==> src/rtl/alu_seq_pkg.sv <==
// Shared constants and FSM state type for the ALU sequencer.
// ST_MUL_INIT exists only when ALU_SEQ_MUL_EN is defined.
package alu_seq_pkg;

  localparam int unsigned ALU_NOP    = 0;
  localparam int unsigned ALU_ADD    = 1;
  localparam int unsigned ALU_SUB    = 2;
  localparam int unsigned ALU_OP_MAX = 8;
  localparam int unsigned SEQ_OP_MUL = 15;

  typedef enum logic [2:0] {
    ST_IDLE     = 3'd0,
    ST_EXEC     = 3'd1,
    ST_WAIT     = 3'd2,
`ifdef ALU_SEQ_MUL_EN
    ST_MUL_INIT = 3'd4,
`endif
    ST_RESP     = 3'd3
  } seq_state_e;

endpackage

==> src/rtl/alu_sequencer.sv <==
// Request/response front-end for the registered 16-bit ALU.
// Optional feature macro ALU_SEQ_MUL_EN: op 15 becomes a multiply built from repeated ADDs.
//
// Handshakes: a transfer happens on the rising Clock edge where valid && ready are
// both high; the sender holds its payload stable while valid is high and ready is low.
module alu_sequencer
  import alu_seq_pkg::*;
#(
  parameter int DATA_W = 16,
  parameter int OP_W   = 4
) (
  input  logic              Clock,
  input  logic              Reset_n,
  input  logic              req_valid,
  output logic              req_ready,
  input  logic [OP_W-1:0]   req_op,
  input  logic [DATA_W-1:0] req_a,
  input  logic [DATA_W-1:0] req_b,
  output logic [OP_W-1:0]   ALUOp,
  output logic [DATA_W-1:0] In_1,
  output logic [DATA_W-1:0] In_2,
  input  logic [DATA_W-1:0] ALUOut,
  input  logic              Z,
  input  logic              Y,
  output logic              rsp_valid,
  input  logic              rsp_ready,
  output logic [DATA_W-1:0] rsp_data,
  output logic              rsp_z,
  output logic              rsp_y,
  output logic              rsp_err,
  output logic              busy
);

  seq_state_e        state_q, state_d;
  logic [OP_W-1:0]   op_q, op_d;
  logic [DATA_W-1:0] a_q, a_d;
  logic [DATA_W-1:0] b_q, b_d;
  logic [DATA_W-1:0] rsp_data_q, rsp_data_d;
  logic              rsp_z_q, rsp_z_d;
  logic              rsp_y_q, rsp_y_d;
  logic              rsp_err_q, rsp_err_d;
`ifdef ALU_SEQ_MUL_EN
  logic [DATA_W-1:0] acc_q, acc_d;
  logic [DATA_W-1:0] cnt_q, cnt_d;
  logic              sticky_q, sticky_d;
`endif

  function automatic logic op_is_alu(input logic [OP_W-1:0] op);
    return (op != '0) && (op <= OP_W'(ALU_OP_MAX));
  endfunction

`ifdef ALU_SEQ_MUL_EN
  function automatic logic op_is_mul(input logic [OP_W-1:0] op);
    return op == OP_W'(SEQ_OP_MUL);
  endfunction
`endif

  assign req_ready = (state_q == ST_IDLE) && Reset_n;
  assign rsp_valid = (state_q == ST_RESP);
  assign busy      = (state_q != ST_IDLE);
  assign rsp_data  = rsp_data_q;
  assign rsp_z     = rsp_z_q;
  assign rsp_y     = rsp_y_q;
  assign rsp_err   = rsp_err_q;

  always_comb begin
    state_d    = state_q;
    op_d       = op_q;
    a_d        = a_q;
    b_d        = b_q;
    rsp_data_d = rsp_data_q;
    rsp_z_d    = rsp_z_q;
    rsp_y_d    = rsp_y_q;
    rsp_err_d  = rsp_err_q;
    ALUOp      = OP_W'(ALU_NOP);
    In_1       = '0;
    In_2       = '0;
`ifdef ALU_SEQ_MUL_EN
    acc_d      = acc_q;
    cnt_d      = cnt_q;
    sticky_d   = sticky_q;
`endif
    unique case (state_q)
      ST_IDLE: begin
        if (req_valid) begin
          op_d = req_op;
          a_d  = req_a;
          b_d  = req_b;
          // Illegal ops spend one cycle in WAIT (bus idle) so the error reply
          // has the same one-cycle latency as a zero-length multiply.
          if (op_is_alu(req_op)) state_d = ST_EXEC;
`ifdef ALU_SEQ_MUL_EN
          else if (op_is_mul(req_op)) state_d = ST_MUL_INIT;
`endif
          else state_d = ST_WAIT;
        end
      end
      ST_EXEC: begin
        ALUOp   = op_q;
        In_1    = a_q;
        In_2    = b_q;
`ifdef ALU_SEQ_MUL_EN
        if (op_is_mul(op_q)) begin
          ALUOp = OP_W'(ALU_ADD);
          In_1  = acc_q;
          In_2  = a_q;
        end
`endif
        state_d = ST_WAIT;
      end
      ST_WAIT: begin
        state_d = ST_RESP;
        if (op_is_alu(op_q)) begin
          rsp_data_d = ALUOut;
          rsp_z_d    = Z;
          rsp_y_d    = Y;
          rsp_err_d  = 1'b0;
        end
`ifdef ALU_SEQ_MUL_EN
        else if (op_is_mul(op_q)) begin
          acc_d    = ALUOut;
          cnt_d    = cnt_q - DATA_W'(1);
          sticky_d = sticky_q | Y;
          if (cnt_q == DATA_W'(1)) begin
            rsp_data_d = ALUOut;
            rsp_z_d    = (ALUOut == '0);
            rsp_y_d    = sticky_q | Y;
            rsp_err_d  = 1'b0;
          end else begin
            state_d = ST_EXEC;
          end
        end
`endif
        else begin
          rsp_data_d = '0;
          rsp_z_d    = 1'b1;
          rsp_y_d    = 1'b0;
          rsp_err_d  = 1'b1;
        end
      end
`ifdef ALU_SEQ_MUL_EN
      ST_MUL_INIT: begin
        acc_d    = '0;
        cnt_d    = b_q;
        sticky_d = 1'b0;
        if (b_q == '0) begin
          rsp_data_d = '0;
          rsp_z_d    = 1'b1;
          rsp_y_d    = 1'b0;
          rsp_err_d  = 1'b0;
          state_d    = ST_RESP;
        end else begin
          state_d = ST_EXEC;
        end
      end
`endif
      ST_RESP: begin
        if (rsp_ready) state_d = ST_IDLE;
      end
      default: state_d = ST_IDLE;
    endcase
  end

  always_ff @(posedge Clock or negedge Reset_n) begin
    if (!Reset_n) begin
      state_q    <= ST_IDLE;
      op_q       <= '0;
      a_q        <= '0;
      b_q        <= '0;
      rsp_data_q <= '0;
      rsp_z_q    <= 1'b0;
      rsp_y_q    <= 1'b0;
      rsp_err_q  <= 1'b0;
`ifdef ALU_SEQ_MUL_EN
      acc_q      <= '0;
      cnt_q      <= '0;
      sticky_q   <= 1'b0;
`endif
    end else begin
      state_q    <= state_d;
      op_q       <= op_d;
      a_q        <= a_d;
      b_q        <= b_d;
      rsp_data_q <= rsp_data_d;
      rsp_z_q    <= rsp_z_d;
      rsp_y_q    <= rsp_y_d;
      rsp_err_q  <= rsp_err_d;
`ifdef ALU_SEQ_MUL_EN
      acc_q      <= acc_d;
      cnt_q      <= cnt_d;
      sticky_q   <= sticky_d;
`endif
    end
  end

endmodule

==> config.mk <==
export PLATFORM = sky130hd
export DESIGN_NAME = alu_sequencer
export DESIGN_NICKNAME = d
export VERILOG_FILES = /design/src/rtl/alu_seq_pkg.sv /design/src/rtl/alu_sequencer.sv
export SDC_FILE = /design/constraint.sdc
export NUM_CORES = 1
export LEC_CHECK = 0
export CAP_MARGIN = 20
export CORE_MARGIN = 5
export CORE_UTILIZATION = 41
export CTS_CLUSTER_DIAMETER = 80
export DETAILED_ROUTE_END_ITERATION = 12
export PLACE_DENSITY = 0.8
export SYNTH_ARGS = -nofsm -noshare
export SYNTH_HDL_FRONTEND = slang
export SYNTH_SLANG_ARGS = --single-unit
==> constraint.sdc <==
create_clock -name Clock -period 2.1 [get_ports Clock]
set_input_delay 0.525 -clock Clock [delete_from_list [all_inputs] [get_ports Clock]]
set_output_delay 0.525 -clock Clock [all_outputs]
set_load 0.005 [all_outputs]
-- Word level (Yosys, flattened, before mapping)
Cells that the tools add are included.
Widths: inputs -> output; s select.
- memories kept: 0
- flip-flop bits (word level): 58
- bits in writable memories: 0
- output and inout port bits: 58
- input port bits: 58
- bits in read-only memories: 0
- latch bits: 0
- logic and storage cells: 35
- reduce and logical (&&, ||, !) cells: 9
- add/sub/neg operators: 0
- div/mod/pow operators: 0
- multipliers: 0
- mux-type cells: 11
- eq/ne operators: 5
- shifts and indexed selects: 0
- bitwise operators: 0
- order comparisons: 2
- operators by type and width (kind ; count):
    $mux 16 ; 3
    $pmux 3 s4 ; 1
    $le 4x4->1 const B ; 2
    $reduce_bool 4->1 ; 2
    $eq 3x2->1 const B ; 2
    $mux 3 ; 2
    $mux 4 ; 1
    $reduce_and 2->1 ; 2
    $eq 3x1->1 const B ; 1
    $logic_and 1x1->1 ; 3
    $logic_not 3->1 ; 1
    $mux 1 ; 3
    $reduce_bool 3->1 ; 1
    $mux 2 ; 1
    $ne 2x1->1 const B ; 1
    $ne 2x2->1 const B ; 1

-- Longest topological paths before layout
- depth after elaboration: 5
- mapped depth: 6
- gate-level depth less buffers: 5

-- Worst setup path after synthesis
No wires, ideal clock.
- path kind: reg2out
- from: register state_q[1]
- to: output ALUOp[2]
- arrival: 1.111 ns
- setup slack: 0.464 ns
- buffers on the path: 1
- required time: 1.575 ns
- cell stages (with the launch flop): 5
- cell sequence: dfrtp_1 inv_1 ha_1 clkbuf_1 and2_1
- longest elaborated chain between the ends: 2
- RTL lines (item ; RTL line ; RTL):
    start: declaration ; alu_sequencer.sv:34 ; seq_state_e state_q, state_d;
    start signal: assignment ; alu_sequencer.sv:180 ; state_q <= state_d;
    $eq 3x1->1 ; alu_sequencer.sv:83 ; unique case (state_q)
    $mux 4 ; alu_sequencer.sv:83 ;
    end: declaration ; alu_sequencer.sv:19 ; output logic [OP_W-1:0] ALUOp,
Every way passes these cells.

-- Worst setup path after layout
- from: register state_q[0]
- to: output In_2[2]
- longest elaborated chain between the ends: 2
- RTL lines (item ; RTL line ; RTL):
    $eq 3x1->1 ; alu_sequencer.sv:83 ;
    $mux 16 ; alu_sequencer.sv:83 ;
    end: declaration ; alu_sequencer.sv:21 ; output logic [DATA_W-1:0] In_2,
Every way passes these cells.

==> run_results.csv <==
group,metric,value,unit
run_status,status,"finished, final reports clean",
timing,max-slew-margin-rel,52.0,%
worst_setup_path,critPathSlowestCell,"dfrtp_2",
clock_tree,h-tree-depth,3,
worst_setup_path,critical_path.n_buffers_inverters,3,
yosys,synth_fa_ha_area_share,2.52,%
die,ioPinCount,116,
global_routing,grt_pass1_wl,10500,um
yosys,yosysMostFrequentCell,"dfrtp_1",
yosys,ys_types,24,
place,place_hpwl,4520,um
global_routing,globalRouteOverflowTotal,0,
yosys,seq_area_frac_synth,57.4,%
worst_setup_path,reg2reg_slack,360,ps
global_routing,grt_max_degree,58,
worst_setup_path,worst-path-stages,5,
timing,hold_ws,394,ps
yosys,ys_seq_elements,57,
yosys,synthTopCellsByCount,"dfrtp_1, and2_1, mux2_2",
die,start_util,42.0,%
timing,fmax,0.497,GHz
timing,layout_worst_path_cycle_share,95.8,%
yosys,netlist_area,0.00249,sq mm
worst_setup_path,regToRegEndpoint,"rsp_data[12]$_DFFE_PN0N_",
drt,route.detailed.drc,0,
clock_tree,cts-root-buf,"clkbuf_8",
place,place_area,0.00376,sq mm
drt,viasPerCell,4.80,
global_routing,met2_usage,29.5,%
yosys,synth_ff_type,"dfrtp_1",
yosys,synth_top_area_share,57.4,%
yosys,synthTopCellsByArea,"dfrtp_1, mux2_2, and2_1",
drt,wire_per_inst,16.8,um
timing,worstMarginPinSlew,720,ps
yosys,yosys.area_share.simple,13.1,%
place,post-place-ws,101,ps
worst_setup_path,crit_fanout,9,
clock_tree,cts_inserted_buffers,9,
die,die_y,87.9,um
timing,clock_skew,3.56,ps
worst_setup_path,start_kind,"flip-flop",
die,dieArea,0.00772,sq mm
final_layout,drive_gt1_share,34.9,%
clock_tree,clockBufferDepth,2,
final_layout,antennaDiodeCount,0,
worst_setup_path,required,1570,ps
timing,setup_slack,87.8,ps
power_and_ir_drop,ir_drop,0.000820,V
final_layout,final_cell_area,0.00395,sq mm
yosys,synth_top_family_by_area,"multiplexers",
final_layout,finalNetCount,383,
drt,drtPass1Iterations,5,
yosys,synth_compound_area_share,7.85,%
yosys,synth_enable_flop_cells,0,
yosys,synthXorXnorAreaFrac,0,%
timing,rsz0062_at_grt,"false",
yosys,synth_nets,249,
final_layout,final_util,66.7,%
die,dieWidth,87.9,um
worst_setup_path,cp_cell_sequence,"ha_4 -> buf_4 -> buf_16 -> and2_1 -> buf_2",
timing,hold_viol,0,
hold_path,hold_path_class,"primary input to async pin",
worst_setup_path,r2r_cells,7,
die,core_area,0.00592,sq mm
die,row_count,28,
clock_tree,cts_tree,"yes",
global_routing,use_met3,5.46,%
place,portBuffers,115,
yosys,synth-warning-count,0,
global_routing,grt_use_total,18.0,%
global_routing,grt_pass1_vias,2059,
worst_setup_path,endpoint,"In_2[2]",
place,gp_congestion,0.692,
worst_setup_path,startpoint,"state_q[0]$_DFFE_PN0P_",
yosys,async_flop_share,100,%
yosys,postSynthAreaPerCell,13.4,sq um
worst_setup_path,cp.arrival,1490,ps
power_and_ir_drop,power_density,1380,mW/mm^2
clock_tree,clk_pin_slew_worst_paths,60,ps
worst_setup_path,crit_type,"flip-flop to primary output",
global_routing,grt.busiest_layer,"met2",
timing,period_minus_slack,2010,ps
yosys,syn_inst,186,
worst_setup_path,critPathCaptureType,"primary output",
worst_setup_path,reg2reg_from,"state_q[1]$_DFFE_PN0P_",
global_routing,grt.met1_usage,22.4,%
worst_setup_path,crit_family,"flip-flops",
yosys,synth.largest_area_cell,"dfrtp_1",
drt,routed_wirelength,6700,um
drt,route.vias.total,1915,
final_layout,area_growth_syn_to_layout,58.8,%
drt,drtIter0Drc,34,
worst_setup_path,critPathMaxStageDelay,440,ps
timing,slew_viol_final,0,
yosys,synth_mux_area_share,16.7,%
timing,setup_viol,0,
power_and_ir_drop,p_leak,1.81,nW
drt,postRouteAntennaNets,0,
global_routing,antenna_found_initial,0,
clock_tree,cts.sink_count,57,
clock_tree,insertion_delay,310,ps
flow_run,drv_cap,0,
[cell usage in the layout, fill, tap and decap left out, types with 3 or more instances in the layout]
| cell type | n |
|---|---|
| buf_4 | 9 |
| ha_1 | 3 |
| clkbuf_8 | 11 |
| a22o_1 | 17 |
| clkdlybuf4s50_1 | 75 |
| and2_1 | 35 |
| nor2_1 | 3 |
| buf_16 | 3 |
| buf_2 | 6 |
| buf_6 | 3 |
| nand2b_1 | 3 |
| clkbuf_2 | 30 |
| dfrtp_1 | 56 |
| mux2_2 | 36 |
| dlygate4sd2_1 | 3 |
[cells by family after synthesis]
family,after synthesis
and+or+nand+nor,51
adders and majority gates,5
buffers and inverters,13
AOI/OAI and AO/OA,23
muxes,37
DFF,57
[cell type report]
| class | instances | area, sq um |
|---|---|---|
| fill | 439 | 1970 |
| clock buffer | 12 | 155 |
| tap | 75 | 93.8 |
| clock inverter | 3 | 40.0 |
| multi-input combinational | 116 | 1030 |
| inverter | 5 | 21.3 |
| timing repair buffer | 131 | 1180 |
| sequential | 57 | 1430 |
[sequential cells by signal (all words and copies together) (netlist names)]
signal / count
a_q: 16
b_q: 16
op_q: 4
rsp_data: 16
rsp_err: 1
rsp_y: 1
rsp_z: 1
state_q: 2
[metal layers]
metal	part of all wire (%)	wire length (um)
met3	8.9	596
met2	48	3220
met5	0	0
met1	42	2820
met4	0.85	57
[power by group]
group	internal, mW	total [mW]	switching (mW)
sequential	1.63	1.91	0.283
combinational	1.56	2.54	0.971
clock	0.602	0.999	0.396
total	3.80	5.45	1.65
[what timing repair did]
action	4_1_cts	5_1_grt
hold buffers	0	0
setup buffers	6	0
endpoints found under the setup margin	38	31
pin swaps	1	0
gates cloned	3	0
gates resized for setup	101	32
[per-stage QoR]
stage	TNS [ps]	instances	total power [mW]
after floorplan	0	186	3.09
after global placement	0	375	4.27
after detailed placement	0	375	4.37
after CTS	-15.4	399	5.59
after global routing	0	399	5.83
final	0	399	5.45
[worst min path at each step]
stage | endpoint | slack, ps
final | b_q[13]$_DFFE_PN0P_ | 390
after global routing | op_q[1]$_DFFE_PN0P_ | 450
after CTS | a_q[1]$_DFFE_PN0P_ | 410
after detailed placement | a_q[9]$_DFFE_PN0P_ | 490
after global placement | b_q[12]$_DFFE_PN0P_ | 480
after floorplan | a_q[0]$_DFFE_PN0P_ | 230
Power figures use the tool's default switching activity.
